==> src/rtl/alu_exec_unit.sv <==
// EX-stage ALU: decodes alu_op/funct3/funct7 to an op code, executes it and holds a registered result
// behind a valid/ready handshake. Define ALU_EXEC_MUL_EN to add the multi-cycle shift-add multiplier.
module alu_exec_unit #(
  parameter int XLEN     = 32,
  parameter int MUL_BITS = 1
) (
  input  logic            clk,
  input  logic            rst_n,
  input  logic            in_valid,
  output logic            in_ready,
  input  logic [1:0]      alu_op,
  input  logic            i_30,
  input  logic            i_25,
  input  logic [2:0]      funct3,
  input  logic [XLEN-1:0] op_a,
  input  logic [XLEN-1:0] op_b,
  output logic            out_valid,
  input  logic            out_ready,
  output logic [XLEN-1:0] result,
  output logic            zero,
  output logic [3:0]      alu_ctl,
  output logic            illegal,
  output logic            busy
);
  localparam int SHW = $clog2(XLEN);

  localparam logic [3:0] C_AND  = 4'b0000;
  localparam logic [3:0] C_OR   = 4'b0001;
  localparam logic [3:0] C_ADD  = 4'b0010;
  localparam logic [3:0] C_SLL  = 4'b0011;
  localparam logic [3:0] C_XOR  = 4'b0100;
  localparam logic [3:0] C_SRL  = 4'b0101;
  localparam logic [3:0] C_SUB  = 4'b0110;
  localparam logic [3:0] C_SLT  = 4'b0111;
  localparam logic [3:0] C_SLTU = 4'b1000;
  localparam logic [3:0] C_SRA  = 4'b1001;
  localparam logic [3:0] C_MUL  = 4'b1010;

  logic [3:0]      w_ctl;
  logic            w_illegal;
  logic            w_is_mul;
  logic [XLEN-1:0] w_res;
  logic [SHW-1:0]  w_shamt;
  logic            w_idle;
  logic            w_accept;
  logic            w_mul_done;
  logic [XLEN-1:0] w_acc_next;

  logic            r_valid;
  logic [XLEN-1:0] r_result;
  logic            r_zero;
  logic [3:0]      r_ctl;
  logic            r_illegal;

  // ---------------- decode ----------------
  always_comb begin
    w_ctl     = C_ADD;
    w_illegal = 1'b0;
    w_is_mul  = 1'b0;
    case (alu_op)
      2'b00: w_ctl = C_ADD;
      2'b01: w_ctl = C_SUB;
      default: begin
        if (alu_op == 2'b10 && i_25) begin
`ifdef ALU_EXEC_MUL_EN
          if (funct3 == 3'b000) begin
            w_ctl    = C_MUL;
            w_is_mul = 1'b1;
          end else begin
            w_ctl     = C_AND;
            w_illegal = 1'b1;
          end
`else
          w_ctl     = C_AND;
          w_illegal = 1'b1;
`endif
        end else begin
          case (funct3)
            3'b000:  w_ctl = (alu_op == 2'b10 && i_30) ? C_SUB : C_ADD;
            3'b001:  w_ctl = C_SLL;
            3'b010:  w_ctl = C_SLT;
            3'b011:  w_ctl = C_SLTU;
            3'b100:  w_ctl = C_XOR;
            3'b101:  w_ctl = i_30 ? C_SRA : C_SRL;
            3'b110:  w_ctl = C_OR;
            default: w_ctl = C_AND;
          endcase
        end
      end
    endcase
  end

  // ---------------- single-cycle execute ----------------
  assign w_shamt = op_b[SHW-1:0];

  always_comb begin
    w_res = '0;
    case (w_ctl)
      C_AND:   w_res = op_a & op_b;
      C_OR:    w_res = op_a | op_b;
      C_ADD:   w_res = op_a + op_b;
      C_SLL:   w_res = op_a << w_shamt;
      C_XOR:   w_res = op_a ^ op_b;
      C_SRL:   w_res = op_a >> w_shamt;
      C_SUB:   w_res = op_a - op_b;
      C_SLT:   w_res = {{(XLEN-1){1'b0}}, ($signed(op_a) < $signed(op_b))};
      C_SLTU:  w_res = {{(XLEN-1){1'b0}}, (op_a < op_b)};
      C_SRA:   w_res = $unsigned($signed(op_a) >>> w_shamt);
      default: w_res = '0;
    endcase
    // illegal shares code 0000 with AND, so force the zero result here
    if (w_illegal) w_res = '0;
  end

  assign in_ready = rst_n && w_idle && (!r_valid || out_ready);
  assign w_accept = in_valid && in_ready;

`ifdef ALU_EXEC_MUL_EN
  // ---------------- shift-add multiplier ----------------
  localparam int STEPS = XLEN / MUL_BITS;
  localparam int CW    = $clog2(STEPS + 1);

  typedef enum logic {S_IDLE, S_BUSY} state_t;
  state_t r_state, w_state_nxt;

  logic [XLEN-1:0] r_mcand, r_mplier, r_acc, w_partial;
  logic [CW-1:0]   r_cnt;

  always_ff @(posedge clk or negedge rst_n) begin
    if (!rst_n) r_state <= S_IDLE;
    else        r_state <= w_state_nxt;
  end

  always_comb begin
    w_state_nxt = r_state;
    case (r_state)
      S_IDLE:  if (w_accept && w_is_mul) w_state_nxt = S_BUSY;
      default: if (w_mul_done) w_state_nxt = S_IDLE;
    endcase
  end

  assign w_idle     = (r_state == S_IDLE);
  assign busy       = (r_state == S_BUSY);
  assign w_mul_done = (r_state == S_BUSY) && (r_cnt == CW'(STEPS - 1));

  always_comb begin
    w_partial = '0;
    for (int j = 0; j < MUL_BITS; j++)
      if (r_mplier[j]) w_partial = w_partial + (r_mcand << j);
    w_acc_next = r_acc + w_partial;
  end

  always_ff @(posedge clk or negedge rst_n) begin
    if (!rst_n) begin
      r_mcand  <= '0;
      r_mplier <= '0;
      r_acc    <= '0;
      r_cnt    <= '0;
    end else if (w_idle && w_accept && w_is_mul) begin
      r_mcand  <= op_a;
      r_mplier <= op_b;
      r_acc    <= '0;
      r_cnt    <= '0;
    end else if (!w_idle) begin
      r_mcand  <= r_mcand << MUL_BITS;
      r_mplier <= r_mplier >> MUL_BITS;
      r_acc    <= w_acc_next;
      r_cnt    <= r_cnt + 1'b1;
    end
  end
`else
  assign w_idle     = 1'b1;
  assign w_mul_done = 1'b0;
  assign w_acc_next = '0;
  // no multiplier: constant 0 for every legal MUL_BITS
  assign busy       = (MUL_BITS < 1);
`endif

  // ---------------- output register ----------------
  always_ff @(posedge clk or negedge rst_n) begin
    if (!rst_n) begin
      r_valid   <= 1'b0;
      r_result  <= '0;
      r_zero    <= 1'b0;
      r_ctl     <= 4'b0000;
      r_illegal <= 1'b0;
    end else if (w_accept && !w_is_mul) begin
      r_valid   <= 1'b1;
      r_result  <= w_res;
      r_zero    <= (w_res == '0);
      r_ctl     <= w_illegal ? 4'b0000 : w_ctl;
      r_illegal <= w_illegal;
    end else if (w_mul_done) begin
      r_valid   <= 1'b1;
      r_result  <= w_acc_next;
      r_zero    <= (w_acc_next == '0);
      r_ctl     <= C_MUL;
      r_illegal <= 1'b0;
    end else if (out_ready) begin
      r_valid   <= 1'b0;
    end
  end

  assign out_valid = r_valid;
  assign result    = r_result;
  assign zero      = r_zero;
  assign alu_ctl   = r_ctl;
  assign illegal   = r_illegal;
endmodule

==> config.mk <==
export PLATFORM = sky130hd
export DESIGN_NAME = alu_exec_unit
export DESIGN_NICKNAME = d
export VERILOG_FILES = /design/src/rtl/alu_exec_unit.sv
export SDC_FILE = /design/constraint.sdc
export NUM_CORES = 1
export LEC_CHECK = 0
export ABC_AREA = 0
export CORE_MARGIN = 2
export CORE_UTILIZATION = 55
export DETAILED_ROUTE_END_ITERATION = 10
export PLACE_DENSITY = 0.8
export SLEW_MARGIN = 20
export SYNTH_ARGS = -nofsm -noshare
export SYNTH_HDL_FRONTEND = slang
export SYNTH_SLANG_ARGS = --single-unit
==> constraint.sdc <==
create_clock -name clk -period 1.4 [get_ports clk]
set_input_delay 0.28 -clock clk [delete_from_list [all_inputs] [get_ports clk]]
set_output_delay 0.28 -clock clk [all_outputs]
set_load 0.1 [all_outputs]
==> impl_metrics.py, run 1 <==
metrics = {
    "synth": {
        "syn_area_um2": 12700,
        "synth_top_cell_by_area": "ha_1",
        "ys.flop_type": "dfrtp_1",
        "ys_warn_count": 0,
        "ys_seq_area_frac": 0.0771,
        "synth-async-reset-ratio": 1.00,
        "synth-edff-count": 0,
        "synthTopCellsByArea": "ha_1, mux4_2, dfrtp_1, nand2_1, a21oi_1",
        "netlist_instances": 1710,
        "synth_top_area_frac": 0.105,
        "synth-seq-cells": 39,
        "synth_area_per_cell_um2": 7.41,
        "syn_nets": 1893,
        "ys_types": 110,
    },
    "clocking": {
        "clockBufferDepth": 2,
        "cts-resized-gates": 723,
        "holdBufCountCts": 0,
        "cts_buffers": 5,
        "cts-htree-levels": 2,
        "clkSinkCount": 39,
        "root_buffer": "clkbuf_16",
        "postCtsSetupRepairBufs": 109,
    },
    "placement": {
        "port_buffers": 114,
        "gp_congestion": 1.43,
        "dp_hpwl_um": 56300,
        "pre_cts_slack_ns": -2.81,
    },
    "status": {
        "failed_stage": "clock tree synthesis",
        "tool.error": "[ERROR DPL-0033] detailed placement checks failed during check placement.",
        "status": "aborted with a tool error",
    },
    "die": {
        "die_w_um": 156,
        "fp.dieH_um": 156,
        "ios": 116,
        "start_util": 0.559,
        "row_count": 55,
    },
}
## per-stage QoR
stage	cells	hold WS, ns	setup TNS [ns]	cell area, um^2	util
after detailed placement	2602	0.437	-77.73	19000	0.838
after floorplan	1710	-0.0156	-45.49	13100	-
after global placement	2602	0.412	-73.21	19000	0.838
## Yosys cell counts, types with 9 or more instances
library cell    n
a211o_1        12
a211oi_1       26
a21o_1         19
a21oi_1       124
a221oi_1       26
a22oi_1        11
a31oi_1        28
and3_1         10
buf_1          13
buf_2          29
buf_4          12
clkbuf_1       83
clkbuf_8       10
dfrtp_1        39
ha_1          106
inv_1          99
mux2_2         38
mux2i_1        55
mux4_2         51
nand2_1       173
nand2b_1       23
nand3_1        38
nand4_1        33
nor2_1        147
nor2b_1        17
nor3_1         45
nor4_1         11
o211ai_1       30
o21a_1          9
o21ai_0       108
o21ai_1        12
o21bai_1       10
o221ai_1       16
o22ai_1        21
o31ai_1        24
or3_1          11
## logic make-up after synthesis
group	synth area share
AO/OA/AOI/OAI	0.314
AND/OR/NAND/NOR	0.218
buffers and inverters	0.0933
multiplexers	0.181
adder cells (fa/ha/maj)	0.109
flip-flops	0.0771
XOR/XNOR	0.00692
other	0.000296
==> run 2: changes to the inputs <==
--- a/config.mk
+++ b/config.mk
@@ -7,9 +7,9 @@
 export LEC_CHECK = 0
 export ABC_AREA = 0
 export CORE_MARGIN = 2
-export CORE_UTILIZATION = 55
+export CORE_UTILIZATION = 40
 export DETAILED_ROUTE_END_ITERATION = 10
-export PLACE_DENSITY = 0.8
+export PLACE_DENSITY_LB_ADDON = 0.15
 export SLEW_MARGIN = 20
 export SYNTH_ARGS = -nofsm -noshare
 export SYNTH_HDL_FRONTEND = slang
==> constraint.sdc (replaced) <==
create_clock -name clk -period 1.8 [get_ports clk]
set_input_delay 0.36 -clock clk [delete_from_list [all_inputs] [get_ports clk]]
set_output_delay 0.36 -clock clk [all_outputs]
set_load 0.1 [all_outputs]
==> run 2 against run 1 <==
  * The flow now finishes, with violations (setup timing)
  * Synthesized cell count is the same
  * Area after synthesis is the same
==> impl_metrics.py, run 2 <==
metrics = {
    "route": {
        "wl_um": 84600,
        "routedWlPerCell_um": 28.8,
        "first_iter_violations": 2768,
        "first_pass_iters": 6,
        "via_per_inst": 6.60,
        "postRouteAntennaNets": 0,
        "drc_errors": 0,
        "vias": 19400,
    },
    "cells_and_area": {
        "fill_cells": 2293,
        "seqCellArea_um2": 980,
        "multiInputGateArea_um2": 12700,
        "synthToLayoutAreaGrowth_pct": 85.1,
        "largest_reg_flops": 32,
        "final_cell_mix": "buf_4, nand2_1, nor2_1, buf_6, a21oi_1",
        "drive_gt1_frac": 0.553,
        "num-nets-final": 2713,
        "fin_area_um2": 23400,
        "antenna_cells": 0,
        "final_common_cell": "buf_4",
    },
    "timing": {
        "fin_ws_ns": -1.68,
        "relSlewSlack": 0.489,
        "rsz0062_at_grt": "yes",
        "finalCritPeriodShare": 1.93,
        "period_minus_slack_ns": 3.48,
        "slew_violations": 0,
        "hold_viol": 0,
        "max_freq_mhz": 287,
        "worst_pin_slew_ns": 0.767,
        "finalSetupTns_ns": -38.05,
        "skew_ns": 0.00319,
        "setup_viol": 33,
    },
    "critical_path": {
        "endpoint_kind": "flop",
        "startpoint_type": "input port",
        "critPathLaunch": "op_a[0]",
        "required_ns": 2.02,
        "r2r-start": "out_valid",
        "crit_fanout": 3,
        "worst-setup-path-type": "in2reg",
        "cp.arrival_ns": 3.70,
    },
    "clocking": {
        "clk_latency_ns": 0.29,
        "clockBufferDepth": 2,
        "cts_tree": "built",
        "cts_buffers": 5,
        "clkSinkCount": 39,
        "clk_pin_slew_ns": 0.06,
        "root_buffer": "clkbuf_16",
        "holdBufCountCts": 0,
        "cts-htree-levels": 2,
    },
    "grt": {
        "grt_pass1_wl_um": 121000,
        "grt-ovfl-total": 0,
        "antenna_found_initial": 3,
        "first_global_vias": 19000,
        "grt_max_degree": 40,
        "track_usage": 0.490,
    },
    "synth": {
        "ys_warn_count": 0,
        "synth-edff-count": 0,
        "synth_top_cell_by_area": "ha_1",
        "synth-async-reset-ratio": 1.00,
        "yosysMostFrequentCell": "nand2_1",
        "ys.flop_type": "dfrtp_1",
        "synth-seq-cells": 39,
        "synth_area_per_cell_um2": 7.41,
        "ys_seq_area_frac": 0.0771,
        "synth.top_cells.by_count": "nand2_1, nor2_1, a21oi_1",
        "ys_types": 110,
        "netlist_instances": 1710,
        "syn_nets": 1893,
        "synthTopCellsByArea": "ha_1, mux4_2, dfrtp_1, nand2_1, a21oi_1",
        "synth_top_area_frac": 0.105,
        "syn_area_um2": 12700,
    },
    "power": {
        "switching_share": 0.509,
        "p_leak_uw": 0.0105,
        "combPwrFrac": 0.824,
        "max-vdd-ir-drop_uv": 652,
        "power_density_nw_per_um2": 536,
        "p_sw_uw": 6390,
        "seqPwrFrac": 0.104,
        "clock_power_share": 0.071,
        "p_int_uw": 6170,
    },
    "placement": {
        "dpl_cell_area_um2": 19900,
        "dp_hpwl_um": 64000,
        "gp_congestion": 1.15,
        "pre_cts_slack_ns": -2.49,
        "port_buffers": 114,
    },
    "flow_run": {
        "drv_cap": 0,
    },
    "die": {
        "dieArea_um2": 33100,
        "row_count": 65,
        "ios": 116,
        "start_util": 0.403,
        "core_area_um2": 31400,
        "fp.dieH_um": 182,
        "die_w_um": 182,
    },
    "status": {
        "violations": "setup timing",
        "status": "finished, violations left",
    },
    "worst_hold_path": {
        "hp-class": "in2async",
    },
}
run 2: cell counts after synthesis:
No cell type changed its count.
run 2: cells by family (layout without fill, tap and decap cells):
family                   after synthesis  in the layout  share of synthesized area
AO/OA/AOI/OAI                        577            577                      0.314
AND/OR/NAND/NOR                      568            568                      0.218
buffers and inverters                254           1075                     0.0933
multiplexers                         152            152                      0.181
adder cells (fa/ha/maj)              109            109                      0.109
flip-flops                            39             39                     0.0771
XOR/XNOR                              10             10                    0.00692
other                                  1              1                   0.000296
run 2: critical path, stage by stage:
cell and delay [ns]:
buf_8 0.10, inv_4 0.05, ha_4 0.12, inv_2 0.04, fa_2 0.36, nor2b_4 0.15, o311ai_4 0.41, a2111oi_4 0.17
o2111ai_4 0.33, buf_4 0.18, buf_6 0.11, a21oi_2 0.05, nor2_1 0.12, xor2_1 0.08, a221o_2 0.41, o41ai_4 0.29
nand4_1 0.19, o21ai_1 0.17
run 2: cell type report:
class                           count  area share
Inverter                          102      0.0180
Tap cell                          402      0.0215
Clock inverter                      2    0.000534
Timing Repair Buffer              965       0.369
Multi-Input combinational cell   1417       0.543
Sequential cell                    39      0.0418
Clock buffer                        6     0.00550
run 2: path summary, 6_finish.rpt:
kind | end | slack (ns) | cells past startpoint
min reg2reg | illegal | 0.54 | 2
max in group asynchronous | out_valid | 1.20 | 2
max reg2reg | zero | 0.19 | 7
min in group clk | illegal | 0.54 | 2
max | zero | -1.68 | 18
min | alu_ctl[2] | 0.18 | 2
run 2: power groups by stage:
stage	sequential [uW]	combinational (uW)	clock [uW]
after detailed placement	1320	8580	0
after global placement	1310	8490	0
final	1310	10400	892
after CTS	1310	9610	908
after floorplan	2680	2960	0
after global routing	1340	10600	959
run 2: through the flow:
| step | hold slack [ns] | util | total power (uW) | std cells |
|---|---|---|---|---|
| final | 0.184 | 0.747 | 12600 | 2933 |
| after global routing | 0.223 | 0.747 | 12900 | 2933 |
| after CTS | 0.194 | 0.722 | 11800 | 2906 |
| after detailed placement | 0.510 | 0.633 | 9910 | 2807 |
| after global placement | 0.490 | 0.633 | 9800 | 2807 |
| after floorplan | 0.0644 | - | 5640 | 1710 |
run 2: repair_timing:
action,in CTS,in global routing
pin swaps,151,96
gates cloned,3,1
gates resized for setup,606,141
buffers inserted,101,29
setup endpoints to repair,34,34
run 2: metal layers:
layer	vias to the layer above	GRT usage	part of all wire
met1	9093	0.601	0.36
met4	2	0.334	0.095
li1	8097	-	-
met2	1652	0.747	0.42
met3	506	0.139	0.13
met5	-	0	0.00015
Power figures use the tool's default switching activity.
==> run 3: changes to the inputs <==
--- a/config.mk
+++ b/config.mk
@@ -5,7 +5,6 @@
 export SDC_FILE = /design/constraint.sdc
 export NUM_CORES = 1
 export LEC_CHECK = 0
-export ABC_AREA = 0
 export CORE_MARGIN = 2
 export CORE_UTILIZATION = 40
 export DETAILED_ROUTE_END_ITERATION = 10
==> results of run 3 <==
Same layout as run 2: the final DEF is identical, and so are final timing and power.
